$ cat src/rtl/fe_pkg.sv
// -----------------------------------------------------------------------------
// fe_pkg
// Shared definitions for the fetch front-end and its consumers.
//   - Default widths used by the decode-side view of a fetch-queue entry.
//   - INSTSIZE : PC increment per instruction.
//   - STARTPC  : PC after reset.
//   - fe_entry_t / FE_ENTRY_BITS : one fetch-queue entry, so DE can unpack a
//     flat bus without re-deriving the field layout.
// -----------------------------------------------------------------------------
package fe_pkg;

  localparam int unsigned FE_DBITS    = 32;
  localparam int unsigned FE_INSTBITS = 32;
  localparam int unsigned FE_CNTBITS  = 32;

  localparam int unsigned INSTSIZE = 4;
  localparam logic [FE_DBITS-1:0] STARTPC = 32'h0000_0100;

  // Field order is the packing order: inst occupies the MSBs.
  typedef struct packed {
    logic [FE_INSTBITS-1:0] inst;
    logic [FE_DBITS-1:0]    pc;
    logic [FE_DBITS-1:0]    pcplus;
    logic [FE_CNTBITS-1:0]  count;
  } fe_entry_t;

  localparam int unsigned FE_ENTRY_BITS = $bits(fe_entry_t);

endpackage

$ cat src/rtl/fetch_queue.sv
// -----------------------------------------------------------------------------
// fetch_queue
// Synchronous FIFO of fetch entries with a flush that overrides push and pop.
// Pointers carry one extra MSB so full (MSBs differ, low bits equal) and
// empty (pointers equal) are distinguishable without a separate counter.
//
// Ports:
//   clk        in   clock, rising edge
//   rst_n      in   asynchronous active-low reset (pointers only)
//   push       in   write push_data at the tail
//   push_data  in   entry to write
//   pop        in   advance the head (ignored when empty)
//   flush      in   empty the queue; wins over push and pop
//   head       out  entry at the head (unregistered read of storage)
//   occupancy  out  number of entries held, 0..DEPTH
//   full       out  occupancy == DEPTH
//   empty      out  occupancy == 0
// -----------------------------------------------------------------------------
module fetch_queue
  import fe_pkg::*;
#(
  parameter int unsigned DEPTH = 4,
  parameter type entry_t = fe_entry_t,
  localparam int unsigned AW = $clog2(DEPTH)
) (
  input  logic    clk,
  input  logic    rst_n,
  input  logic    push,
  input  entry_t  push_data,
  input  logic    pop,
  input  logic    flush,
  output entry_t  head,
  output logic [AW:0] occupancy,
  output logic    full,
  output logic    empty
);

  if (DEPTH < 2 || (DEPTH & (DEPTH - 1)) != 0) begin : g_bad_depth
    $error("fetch_queue: DEPTH must be a power of two and >= 2");
  end

  localparam logic [AW:0] PTR_ONE = (AW + 1)'(1);

  logic [AW:0] wr_ptr_q;
  logic [AW:0] rd_ptr_q;
  entry_t      mem [DEPTH];

  logic do_push;
  logic do_pop;

  // A push into a full queue is only legal when the head leaves the same
  // cycle; the write then lands in the slot being vacated.
  assign do_push = push && (!full || pop);
  assign do_pop  = pop && !empty;

  // NOTE: sequential state uses non-blocking assignments so every register
  // samples pre-edge values regardless of process evaluation order.
  always_ff @(posedge clk or negedge rst_n) begin
    if (!rst_n) begin
      wr_ptr_q <= '0;
      rd_ptr_q <= '0;
    end else if (flush) begin
      wr_ptr_q <= '0;
      rd_ptr_q <= '0;
    end else begin
      if (do_push) wr_ptr_q <= wr_ptr_q + PTR_ONE;
      if (do_pop)  rd_ptr_q <= rd_ptr_q + PTR_ONE;
    end
  end

  // NOTE: storage is deliberately left out of reset; the pointers alone
  // define which slots hold live data, so resetting the array buys nothing.
  always_ff @(posedge clk) begin
    if (do_push && !flush) begin
      mem[wr_ptr_q[AW-1:0]] <= push_data;
    end
  end

  assign head      = mem[rd_ptr_q[AW-1:0]];
  assign occupancy = wr_ptr_q - rd_ptr_q;
  assign empty     = (wr_ptr_q == rd_ptr_q);
  assign full      = (wr_ptr_q[AW] != rd_ptr_q[AW]) &&
                     (wr_ptr_q[AW-1:0] == rd_ptr_q[AW-1:0]);

endmodule

$ cat src/rtl/fe_fetch_queue_stage.sv
// -----------------------------------------------------------------------------
// fe_fetch_queue_stage
// Fetch front-end: drives a 1-cycle-latency instruction memory and buffers
// returned instructions in a FETCH_DEPTH-entry queue that DE drains through a
// valid/ready handshake. An AGEX redirect flushes the queue, squashes the
// in-flight fetch and restarts at the target PC.
//
// Ports:
//   clk             in   clock, rising edge
//   reset_n         in   asynchronous active-low reset
//   imem_req_valid  out  fetch request this cycle
//   imem_req_addr   out  byte address of the request (current fetch PC)
//   imem_rsp_valid  in   response, exactly one cycle after a request
//   imem_rsp_data   in   fetched instruction
//   redirect_valid  in   AGEX branch/jump taken
//   redirect_pc     in   redirect target
//   out_valid       out  queue head valid to DE
//   out_ready       in   DE accepts the head
//   out_inst        out  head instruction
//   out_pc          out  head PC
//   out_pcplus      out  head PC + INSTSIZE
//   out_count       out  debug sequence number of the head
//   fq_occupancy    out  entries held in the queue
// -----------------------------------------------------------------------------
module fe_fetch_queue_stage #(
  parameter int unsigned       DBITS       = fe_pkg::FE_DBITS,
  parameter int unsigned       INSTBITS    = fe_pkg::FE_INSTBITS,
  parameter int unsigned       INSTSIZE    = fe_pkg::INSTSIZE,
  parameter logic [DBITS-1:0]  STARTPC     = DBITS'(fe_pkg::STARTPC),
  parameter int unsigned       FETCH_DEPTH = 4,
  parameter int unsigned       CNTBITS     = fe_pkg::FE_CNTBITS,
  localparam int unsigned      OCCW        = $clog2(FETCH_DEPTH) + 1
) (
  input  logic                clk,
  input  logic                reset_n,
  output logic                imem_req_valid,
  output logic [DBITS-1:0]    imem_req_addr,
  input  logic                imem_rsp_valid,
  input  logic [INSTBITS-1:0] imem_rsp_data,
  input  logic                redirect_valid,
  input  logic [DBITS-1:0]    redirect_pc,
  output logic                out_valid,
  input  logic                out_ready,
  output logic [INSTBITS-1:0] out_inst,
  output logic [DBITS-1:0]    out_pc,
  output logic [DBITS-1:0]    out_pcplus,
  output logic [CNTBITS-1:0]  out_count,
  output logic [OCCW-1:0]     fq_occupancy
);

  // Same layout as fe_pkg::fe_entry_t, sized by this instance's parameters.
  typedef struct packed {
    logic [INSTBITS-1:0] inst;
    logic [DBITS-1:0]    pc;
    logic [DBITS-1:0]    pcplus;
    logic [CNTBITS-1:0]  count;
  } entry_t;

  localparam logic [DBITS-1:0]   PC_STEP   = DBITS'(INSTSIZE);
  localparam logic [CNTBITS-1:0] COUNT_ONE = CNTBITS'(1);

  // Fetch state
  logic [DBITS-1:0]   pc_q;        // next address to request
  logic [DBITS-1:0]   req_pc_q;    // address of the request now in flight
  logic               inflight_q;  // a request was issued last cycle
  logic               drop_q;      // discard the response arriving this cycle
  logic               live_q;      // low only in the first cycle after reset
  logic [CNTBITS-1:0] count_q;     // sequence number for the next enqueue

  logic   issue;
  logic   enq;
  logic   deq;
  logic   fq_full;
  logic   fq_empty;
  entry_t enq_entry;
  entry_t head;

  // Credit check: an issued request always has a free slot when its response
  // returns, counting the one already in flight. Gating with reset_n keeps
  // the request port quiet while reset is held.
  // NOTE: combinational blocks assign every output a default first, so no
  // path through the block leaves a signal holding state (no latches).
  always_comb begin
    issue     = 1'b0;
    enq       = 1'b0;
    deq       = 1'b0;
    enq_entry = '0;
    if (reset_n && !redirect_valid &&
        ((32'(fq_occupancy) + 32'(inflight_q)) < FETCH_DEPTH)) begin
      issue = 1'b1;
    end
    // A response is kept only if nothing told us it is stale: a redirect
    // this cycle, a redirect last cycle (drop_q), or reset just released.
    if (imem_rsp_valid && !drop_q && live_q && !redirect_valid) begin
      enq = 1'b1;
    end
    deq              = out_valid && out_ready;
    enq_entry.inst   = imem_rsp_data;
    enq_entry.pc     = req_pc_q;
    enq_entry.pcplus = req_pc_q + PC_STEP;
    enq_entry.count  = count_q;
  end

  always_ff @(posedge clk or negedge reset_n) begin
    if (!reset_n) begin
      pc_q       <= STARTPC;
      req_pc_q   <= STARTPC;
      inflight_q <= 1'b0;
      drop_q     <= 1'b0;
      live_q     <= 1'b0;
      count_q    <= COUNT_ONE;
    end else begin
      live_q     <= 1'b1;
      inflight_q <= issue;
      drop_q     <= redirect_valid && inflight_q;
      if (redirect_valid) begin
        pc_q <= redirect_pc;
      end else if (issue) begin
        pc_q     <= pc_q + PC_STEP;
        req_pc_q <= pc_q;
      end
      // Only instructions that actually enter the queue consume a number.
      if (enq) begin
        count_q <= count_q + COUNT_ONE;
      end
    end
  end

  fetch_queue #(
    .DEPTH   (FETCH_DEPTH),
    .entry_t (entry_t)
  ) u_fetch_queue (
    .clk       (clk),
    .rst_n     (reset_n),
    .push      (enq),
    .push_data (enq_entry),
    .pop       (deq),
    .flush     (redirect_valid),
    .head      (head),
    .occupancy (fq_occupancy),
    .full      (fq_full),
    .empty     (fq_empty)
  );

  assign imem_req_valid = issue;
  assign imem_req_addr  = pc_q;

  // Head fields are forced to zero while the queue is empty so that DE
  // never sees uninitialised storage contents.
  assign out_valid  = !fq_empty;
  assign out_inst   = out_valid ? head.inst   : '0;
  assign out_pc     = out_valid ? head.pc     : '0;
  assign out_pcplus = out_valid ? head.pcplus : '0;
  assign out_count  = out_valid ? head.count  : '0;

  // The credit rule must make an enqueue into a full queue impossible.
  a_no_overflow : assert property (
    @(posedge clk) disable iff (!reset_n) !(enq && fq_full && !deq)
  );

endmodule
$ cat config.mk
export PLATFORM = sky130hd
export DESIGN_NAME = fe_fetch_queue_stage
export DESIGN_NICKNAME = d
export VERILOG_FILES = /design/src/rtl/fe_pkg.sv /design/src/rtl/fetch_queue.sv /design/src/rtl/fe_fetch_queue_stage.sv
export SDC_FILE = /design/constraint.sdc
export NUM_CORES = 1
export LEC_CHECK = 0
export BUFFER_PORTS_ARGS = -buffer_cell sky130_fd_sc_hd__buf_2
export CAP_MARGIN = 10
export CORE_ASPECT_RATIO = 2
export CORE_MARGIN = 10
export CORE_UTILIZATION = 64
export CTS_CLUSTER_DIAMETER = 80
export CTS_CLUSTER_SIZE = 25
export DETAILED_ROUTE_END_ITERATION = 12
export PLACE_DENSITY_LB_ADDON = 0.3
export RECOVER_POWER = 50
export SLEW_MARGIN = 20
export SYNTH_ARGS = -nofsm -noshare
export SYNTH_HDL_FRONTEND = slang
export SYNTH_SLANG_ARGS = --single-unit
$ cat constraint.sdc
create_clock -name clk -period 11.05 [get_ports clk]
set_input_delay 1.6575 -clock clk [delete_from_list [all_inputs] [get_ports clk]]
set_output_delay 1.6575 -clock clk [all_outputs]
set_load 0.01 [all_outputs]
======== After elaboration in Yosys (flattened, before gate mapping) ========
Memory sizes are Yosys's and may differ from the RTL's.
Cells that the tools add are included.
storage, ports and cells
  bits in registers ....................... 105
  RAM bits ................................ 512
  logic and storage cells ................. 55
  memories ................................ 1
memory list
  name               depth  width  read ports  clocked after memory_dff  wr ports  line               source
  u_fetch_queue.mem  4      128    1           0                         1         fetch_queue.sv:46  entry_t mem [DEPTH];
operators by class
  add/subtract/negate cells ............... 7
  order comparisons ....................... 1
  equal/unequal tests ..................... 3
  mux-type cells .......................... 14
  bitwise logic cells ..................... 1
  reductions and logical operators ........ 20
operator list
  cell                                                         count
  two-way mux 32 bit                                           6
  adder 32 x 3 -> 32 bit (second input constant)               2
  adder 32 x 1 -> 32 bit (second input constant)               1
  two-way mux 3 bit                                            4
  logical AND 1 bit                                            11
  adder 3 x 1 -> 3 bit (second input constant)                 2
  nonzero test 2 bit                                           3
  adder 3 x 1 -> 4 bit                                         1
  logical NOT 1 bit                                            4
  less-than comparator 4 x 3 -> 1 bit (second input constant)  1
  two-way mux 1 bit                                            4
  equality test 3 bit                                          1
  subtractor 3 bit                                             1
  equality test 2 bit                                          1
  AND reduction 2 bit                                          1
  logical OR 1 bit                                             1
  inequality test 1 bit                                        1
  NOT 1 bit                                                    1

======== Longest topological paths before layout ========
Gate-level depths: netlist of run 1.
  word-level depth ........................ 9
  mapped depth ............................ 10

======== Cells and area by module ========
From an unflattened synthesis of run 1, not the netlist that was laid out.
second synthesis, totals
  cells, all modules ...................... 1416
  area total of the unflattened synthesis .. 24908.9 um^2
by module, submodules not included
  module                instances  cells an instance  area an instance (um^2)  sequential area each (um^2)
  fetch_queue           1          722                18968.2                  15524.9
  fe_fetch_queue_stage  1          694                5940.7                   2481.1

======== Worst setup path after synthesis of run 1 ========
No wires, ideal clock.
  path type ............................... input to register
  start point ............................. input port redirect_valid
  end point ............................... memory u_fetch_queue.mem[3][0] (netlist bit), enable pin
  arrival time ............................ 5.186 ns
  required time ........................... 10.548 ns
  path slack .............................. 5.363 ns
  cell stages on the path ................. 3
  buffers on the path ..................... 0
  cell sequence ........................... and4bb_2 -> o31a_1 -> and2_1
between the ends
  word-level cells in the longest chain between the ends .. 7
ends and longest elaborated chain
  what                                       line                                           source
  from (decl)                                fe_fetch_queue_stage.sv:40                     input logic redirect_valid,
  logical NOT 1 bit *                        fetch_queue.sv:74, fe_fetch_queue_stage.sv:94
  logical AND 1 bit                          fe_fetch_queue_stage.sv:94                     if (imem_rsp_valid && !drop_q && live_q && !redirect_valid) begin
  two-way mux 1 bit                          fe_fetch_queue_stage.sv:94
  logical AND 1 bit                          fetch_queue.sv:53                              assign do_push = push && (!full || pop);
  logical AND 1 bit *                        fetch_queue.sv:74                              if (do_push && !flush) begin
  two-way mux 1 bit *                        fetch_queue.sv:74
  two-way mux 1 bit (not written as such) *  fetch_queue.sv:75                              mem[wr_ptr_q[AW-1:0]] <= push_data;
  to (decl)                                  fetch_queue.sv:46
Mark *: on every way between the ends. The rest lies on a longest branch, timed or not.

==> results of run 1 <==
stage by stage:
step | util [%] | cells | setup slack (ns) | hold WS, ns | area [um2]
floorplan | - | 1312 | 5.363 | 0.4477 | 24560
global placement | 68.85 | 1959 | 5.870 | 0.4829 | 26100
detailed placement | 68.85 | 1959 | 5.830 | 0.5108 | 26100
CTS | 71.03 | 2011 | 5.593 | 0.5245 | 26930
global route | 70.66 | 2012 | 2.897 | 0.5557 | 26790
finish | 70.66 | 2012 | 3.955 | 0.5243 | 26790
state kept, by name (all words and copies together), names as in the netlist:
name and count:
u_fetch_queue.rd_ptr_q 3, inflight_q 1, count_q 32, u_fetch_queue.wr_ptr_q 3
req_pc_q 32, imem_req_addr 32, live_q 1, drop_q 1
u_fetch_queue.mem 504
worst max path at each step:
stage               cells past startpoint  slack [ns]                   endpoint
finish                                  2        3.96  u_fetch_queue.rd_ptr_q[0]
global route                            2        2.90  u_fetch_queue.rd_ptr_q[0]
CTS                                     6        5.59             out_pcplus[23]
detailed placement                      6        5.83  u_fetch_queue.mem[3][114]
global placement                        6        5.87  u_fetch_queue.mem[3][111]
floorplan                               3        5.36    u_fetch_queue.mem[3][0]
per-layer routing:
metal | track usage [%] | share of wire [%] | vias up | routed length, um
li1 | - | - | 5476 | -
met1 | 27.72 | 38 | 6473 | 19150
met2 | 37.54 | 53 | 439 | 27220
met3 | 3.546 | 6.4 | 71 | 3273
met4 | 6.565 | 2.8 | 2 | 1408
met5 | 0 | 0.023 | - | 12
where the power goes:
group          switching [mW]  internal [mW]  total [mW]
Clock                   0.660          0.502        1.16
Combinational           0.289          0.259       0.548
Sequential              0.135           2.64        2.77
Total                    1.08           3.40        4.48
synth_stat cells, drive strengths merged (2+ instances only):
cell type  count
a21oi          2
and2         140
and3          15
and4          10
buf           25
clkbuf        37
dfrtp        102
dfstp          3
edfxtp       504
ha            10
inv           12
mux2          36
mux4         126
nand2         59
nand3         36
nand4         31
nor2          19
nor3          10
nor3b          2
nor4           2
o21ai         28
or3            2
xnor2         51
xor2          41
final cells by class:
| cell class | instances | area, um2 |
|---|---|---|
| inverter | 12 | 45.04 |
| timing repair buffer | 246 | 1165 |
| tap | 463 | 579.3 |
| multi-input combinational | 629 | 6399 |
| antenna | 1 | 2.502 |
| clock buffer | 51 | 808.3 |
| sequential | 609 | 17770 |
| clock inverter | 1 | 16.27 |
| fill | 2484 | 11120 |
cell families after synthesis:
group | count (synthesis) | share of synthesized area (%)
buf+inv | 74 | 1.518
other cells | 1 | 0.01527
xor+xnor | 93 | 3.383
fa+ha+maj | 11 | 0.5911
compound gates | 32 | 0.6726
simple gates | 329 | 7.811
mux | 163 | 13.66
flops | 609 | 72.35
==> results.toml, run 1 <==
[power_and_ir_drop]
total_power_mw = 4.481
power.leakage_nw = 9.178
powerDensity_nw_per_um2 = 167.3
peakVddDrop_v = 0.0001690

[yosys]
ys_types = 44
synth.avg_cell_area_um2 = 18.72
synth_edf_count = 504
synth_nets = 1392
synthFlopType = "edfxtp_1"
syn_area_um2 = 24560
seq_area_frac_synth_pct = 72.35
yosysTopAreaCell = "edfxtp_1"
syn_inst = 1312
synthTopCellsByArea = "edfxtp_1 (62%), mux4_2 (12%), dfrtp_1 (10%)"
ys_ff_latch = 609
synth_top_area_share_pct = 61.63
yosysWarningCount = 0
async_flop_share_pct = 17.24

[worst_setup_path]
critPathMaxFanout = 73
worstSetupStartpointType = "primary input"
crit_top_cell = "clkbuf_1"
r2r_end = "imem_req_addr[28]"
worstReg2RegStart = "u_fetch_queue.rd_ptr_q[0]"
crit_path_end_kind = "async pin"
cp_num_buf_inv = 2
r2r_slack_ns = 6.66
critPathLaunch = "reset_n"
ff2ff_path_depth = 7
crit_family = "buffers and inverters"
slowest_stage = "clkbuf_1"
critPathKind = "in -> async"
critPathArrivalTime_ns = 6.22
crit_required_ns = 10.17
critPathMaxStageDelay_ns = 3.07
crit_chain = "clkbuf_1, clkbuf_1"

[worst_hold_path]
hold_class = "reg -> reg"
whs_endpoint = "u_fetch_queue.mem[1][65]"
worstHoldPathCells = 0
min-delay-start = "req_pc_q[1]"

[run]
maxCapViolations = 4

[sta]
post-route-min-period_ns = 7.095
finalHoldViolations = 0
fmax_mhz = 141.0
setup_violations = 0
finalClockSkew_ns = 0.02390
post-route-period-util_pct = 64.20
slew_violations = 192
fin_setup_tns_ns = 0
tightestPinTransition_ns = 4.218
rsz0062_at_grt = "no"
max-slew-margin-rel_pct = -181.2

[global_routing]
overflow = 0
grt_max_degree = 84
first_global_vias = 12940
grt_pass1_wl_mm = 78.26
grt_usage_pct = 21.79
antenna_found_initial = 2

[floorplanning]
initial_utilization_pct = 64.77
die_x_um = 158.5
dieArea_um2 = 47080
core_area_um2 = 37910
rows = 101
fp.dieH_um = 297.0
io_pins = 234

[layout]
nets = 1606
drive_above_1_share_pct = 24.42
layout_commonest_cell = "edfxtp_1"
layout_common_cells = "edfxtp_1 (504), buf_2 (169), and2_1 (132), mux4_2 (126), dfrtp_1 (100)"
area_delta_synth_final_pct = 9.090

[detailed_routing]
vias_per_cell = 6.193
vias = 12460
drtIter0Drc = 857
wirelength_mm = 51.07
drc_errors = 0
dr.pass1.iters = 5
wl_per_cell_um = 25.38
drtAntennaViolNets = 0

[clocking]
ctsHtreeMaxLevel = 1
post_cts_buffers = 0
clock-sinks = 609
cts_tree = "built"
cts-buffers-inserted = 28
clockBufferDepth = 3
root_buffer = "clkbuf_16"
clkLatencyLatePin_ns = 0.59
clk_pin_slew_worst_paths_ns = 0.10
ctsHoldBuffers = 0
cts_resized = 0

[run_status]
violations = "max-capacitance violations, max-slew violations"
status = "finished, violations left"

[placement]
hpwl_mm = 33.27
io_buffers = 233
gp_congestion = 0.8341
Note: power is estimated with default switching activity, not from simulation.
==> inputs of run 2 (changes only) <==
--- a/config.mk
+++ b/config.mk
@@ -9,7 +9,7 @@
 export CAP_MARGIN = 10
 export CORE_ASPECT_RATIO = 2
 export CORE_MARGIN = 10
-export CORE_UTILIZATION = 64
+export CORE_UTILIZATION = 53
 export CTS_CLUSTER_DIAMETER = 80
 export CTS_CLUSTER_SIZE = 25
 export DETAILED_ROUTE_END_ITERATION = 12
==> constraint.sdc (replaced) <==
create_clock -name clk -period 6.31 [get_ports clk]
set_input_delay 0.9465 -clock clk [delete_from_list [all_inputs] [get_ports clk]]
set_output_delay 0.9465 -clock clk [all_outputs]
set_load 0.01 [all_outputs]
==> results.toml, run 2 (synthesis results as in run 1) <==
[run_status]
violations = "max-capacitance violations, max-slew violations"
status = "finished, violations left"

[layout]
drive_above_1_share_pct = 24.81
nets = 1610
filler_cell_count = 3459
final_area_um2 = 27020
area_delta_synth_final_pct = 10.02
num_antenna_cells = 0
largest_reg_flops = 504
layout_common_cells = "edfxtp_1 (504), buf_2 (168), and2_1 (132), mux4_2 (126), dfrtp_1 (100)"
layout_commonest_cell = "edfxtp_1"

[worst_setup_path]
critPathMaxFanout = 35
crit_top_cell = "clkbuf_1"
critPathMaxStageDelay_ns = 1.17
critPathKind = "in -> out"
cp_num_buf_inv = 4
crit_required_ns = 5.36
slowest_stage = "clkbuf_1"
crit_family = "buffers and inverters"
critPathArrivalTime_ns = 4.24
worstSetupStartpointType = "primary input"
crit_chain = "clkbuf_1, clkbuf_1, inv_1, and2_4, buf_2"
crit_path_end_kind = "output pin"

[placement]
dp_slack_ns = 2.263
hpwl_mm = 34.77
io_buffers = 233
placed_cell_area_um2 = 26310
gp_congestion = 0.8054

[floorplanning]
initial_utilization_pct = 53.58
rows = 111
dieArea_um2 = 55870
fp.dieH_um = 324.4
io_pins = 234
die_x_um = 172.2
core_area_um2 = 45830

[sta]
slew_violations = 98
post-route-min-period_ns = 5.182
rsz0062_at_grt = "no"
finalHoldViolations = 0
fmax_mhz = 193.0
max-slew-margin-rel_pct = -59.98
setup_violations = 0
finalWorstSetupSlack_ns = 1.128
tightestPinTransition_ns = 2.398
post-route-period-util_pct = 82.13
fin_setup_tns_ns = 0
finalClockSkew_ns = 0.03121

[clocking]
cts-buffers-inserted = 28
root_buffer = "clkbuf_16"
cts_resized = 0
post_cts_buffers = 0
clockBufferDepth = 3
ctsHoldBuffers = 0
clkLatencyLatePin_ns = 0.59
clk_pin_slew_worst_paths_ns = 0.10
ctsHtreeMaxLevel = 1
cts_tree = "built"
clock-sinks = 609

[detailed_routing]
wl_per_cell_um = 25.14
dr.pass1.iters = 5
vias_per_cell = 5.794
drtAntennaViolNets = 0
drc_errors = 0
vias = 12270
wirelength_mm = 53.22
drtIter0Drc = 807

[global_routing]
first_global_vias = 12970
grt_pass1_wl_mm = 81.54
grt_usage_pct = 19.14
overflow = 0
antenna_found_initial = 3
grt_max_degree = 100

[run]
maxCapViolations = 3

[power_and_ir_drop]
power.leakage_nw = 9.212
peakVddDrop_v = 0.0003178
powerDensity_nw_per_um2 = 291.5

[worst_hold_path]
hold_class = "in -> async"
==> run 2: cell count changes in the layout (fill, tap and decap cells not counted), moves of 2 or more <==
| cell | before | now |
|---|---|---|
| buf_4 | 8 | 11 |
| clkbuf_1 | 91 | 89 |
| o21ai_0 | 12 | 3 |
| o21ai_1 | 16 | 25 |
| buf_12 | 0 | 4 |
==> run 2: metrics by stage <==
step                      util [%]  hold slack [ns]  power, mW  instances
final                        58.95           0.3778      7.876       2117
after global routing         58.95           0.3744      8.201       2117
after CTS                    59.21           0.3652      7.989       2117
after detailed placement     57.41           0.4976      5.957       2065
after global placement       57.41           0.4785      5.924       2065
after floorplan                  -           0.4477      5.516       1312
==> run 2: layout make-up <==
| cell class | count | area, um2 | area share (%) |
|---|---|---|---|
| Clock buffer | 51 | 808.3 | 2.992 |
| Clock inverter | 1 | 16.27 | 0.06020 |
| Inverter | 12 | 45.04 | 0.1667 |
| Multi-Input combinational cell | 629 | 6412 | 23.73 |
| Sequential cell | 609 | 17770 | 65.79 |
| Tap cell | 565 | 706.9 | 2.617 |
| Timing Repair Buffer | 250 | 1255 | 4.645 |
==> run 2: worst paths after layout <==
kind                                                 from                         to  cells past startpoint  slack [ns]
worst max-delay path                       redirect_valid             imem_req_valid                      5        1.13
worst min-delay path                              reset_n  u_fetch_queue.rd_ptr_q[2]                      1        0.38
worst max register to register  u_fetch_queue.rd_ptr_q[0]   u_fetch_queue.mem[3][71]                      5        1.75
worst min register to register                req_pc_q[0]   u_fetch_queue.mem[1][64]                      0        0.52
max in group asynchronous                         reset_n  u_fetch_queue.rd_ptr_q[0]                      2        4.46
min in group clk                              req_pc_q[0]   u_fetch_queue.mem[1][64]                      0        0.52
==> run 2: per-layer routing <==
metal  up-vias  global-route usage, %  share of wire, %
met4         6                  5.032               2.4
met5         -                      0             0.064
met2       317                  33.51                54
met1      6399                  24.02                38
li1       5481                      -                 -
met3        62                  3.096               5.6
==> run 2: power breakdown <==
| part | internal, mW | switching (mW) | total, mW |
|---|---|---|---|
| registers | 4.62 | 0.239 | 4.86 |
| clock network | 0.879 | 1.17 | 2.05 |
| logic | 0.457 | 0.513 | 0.970 |
| total | 5.95 | 1.92 | 7.88 |
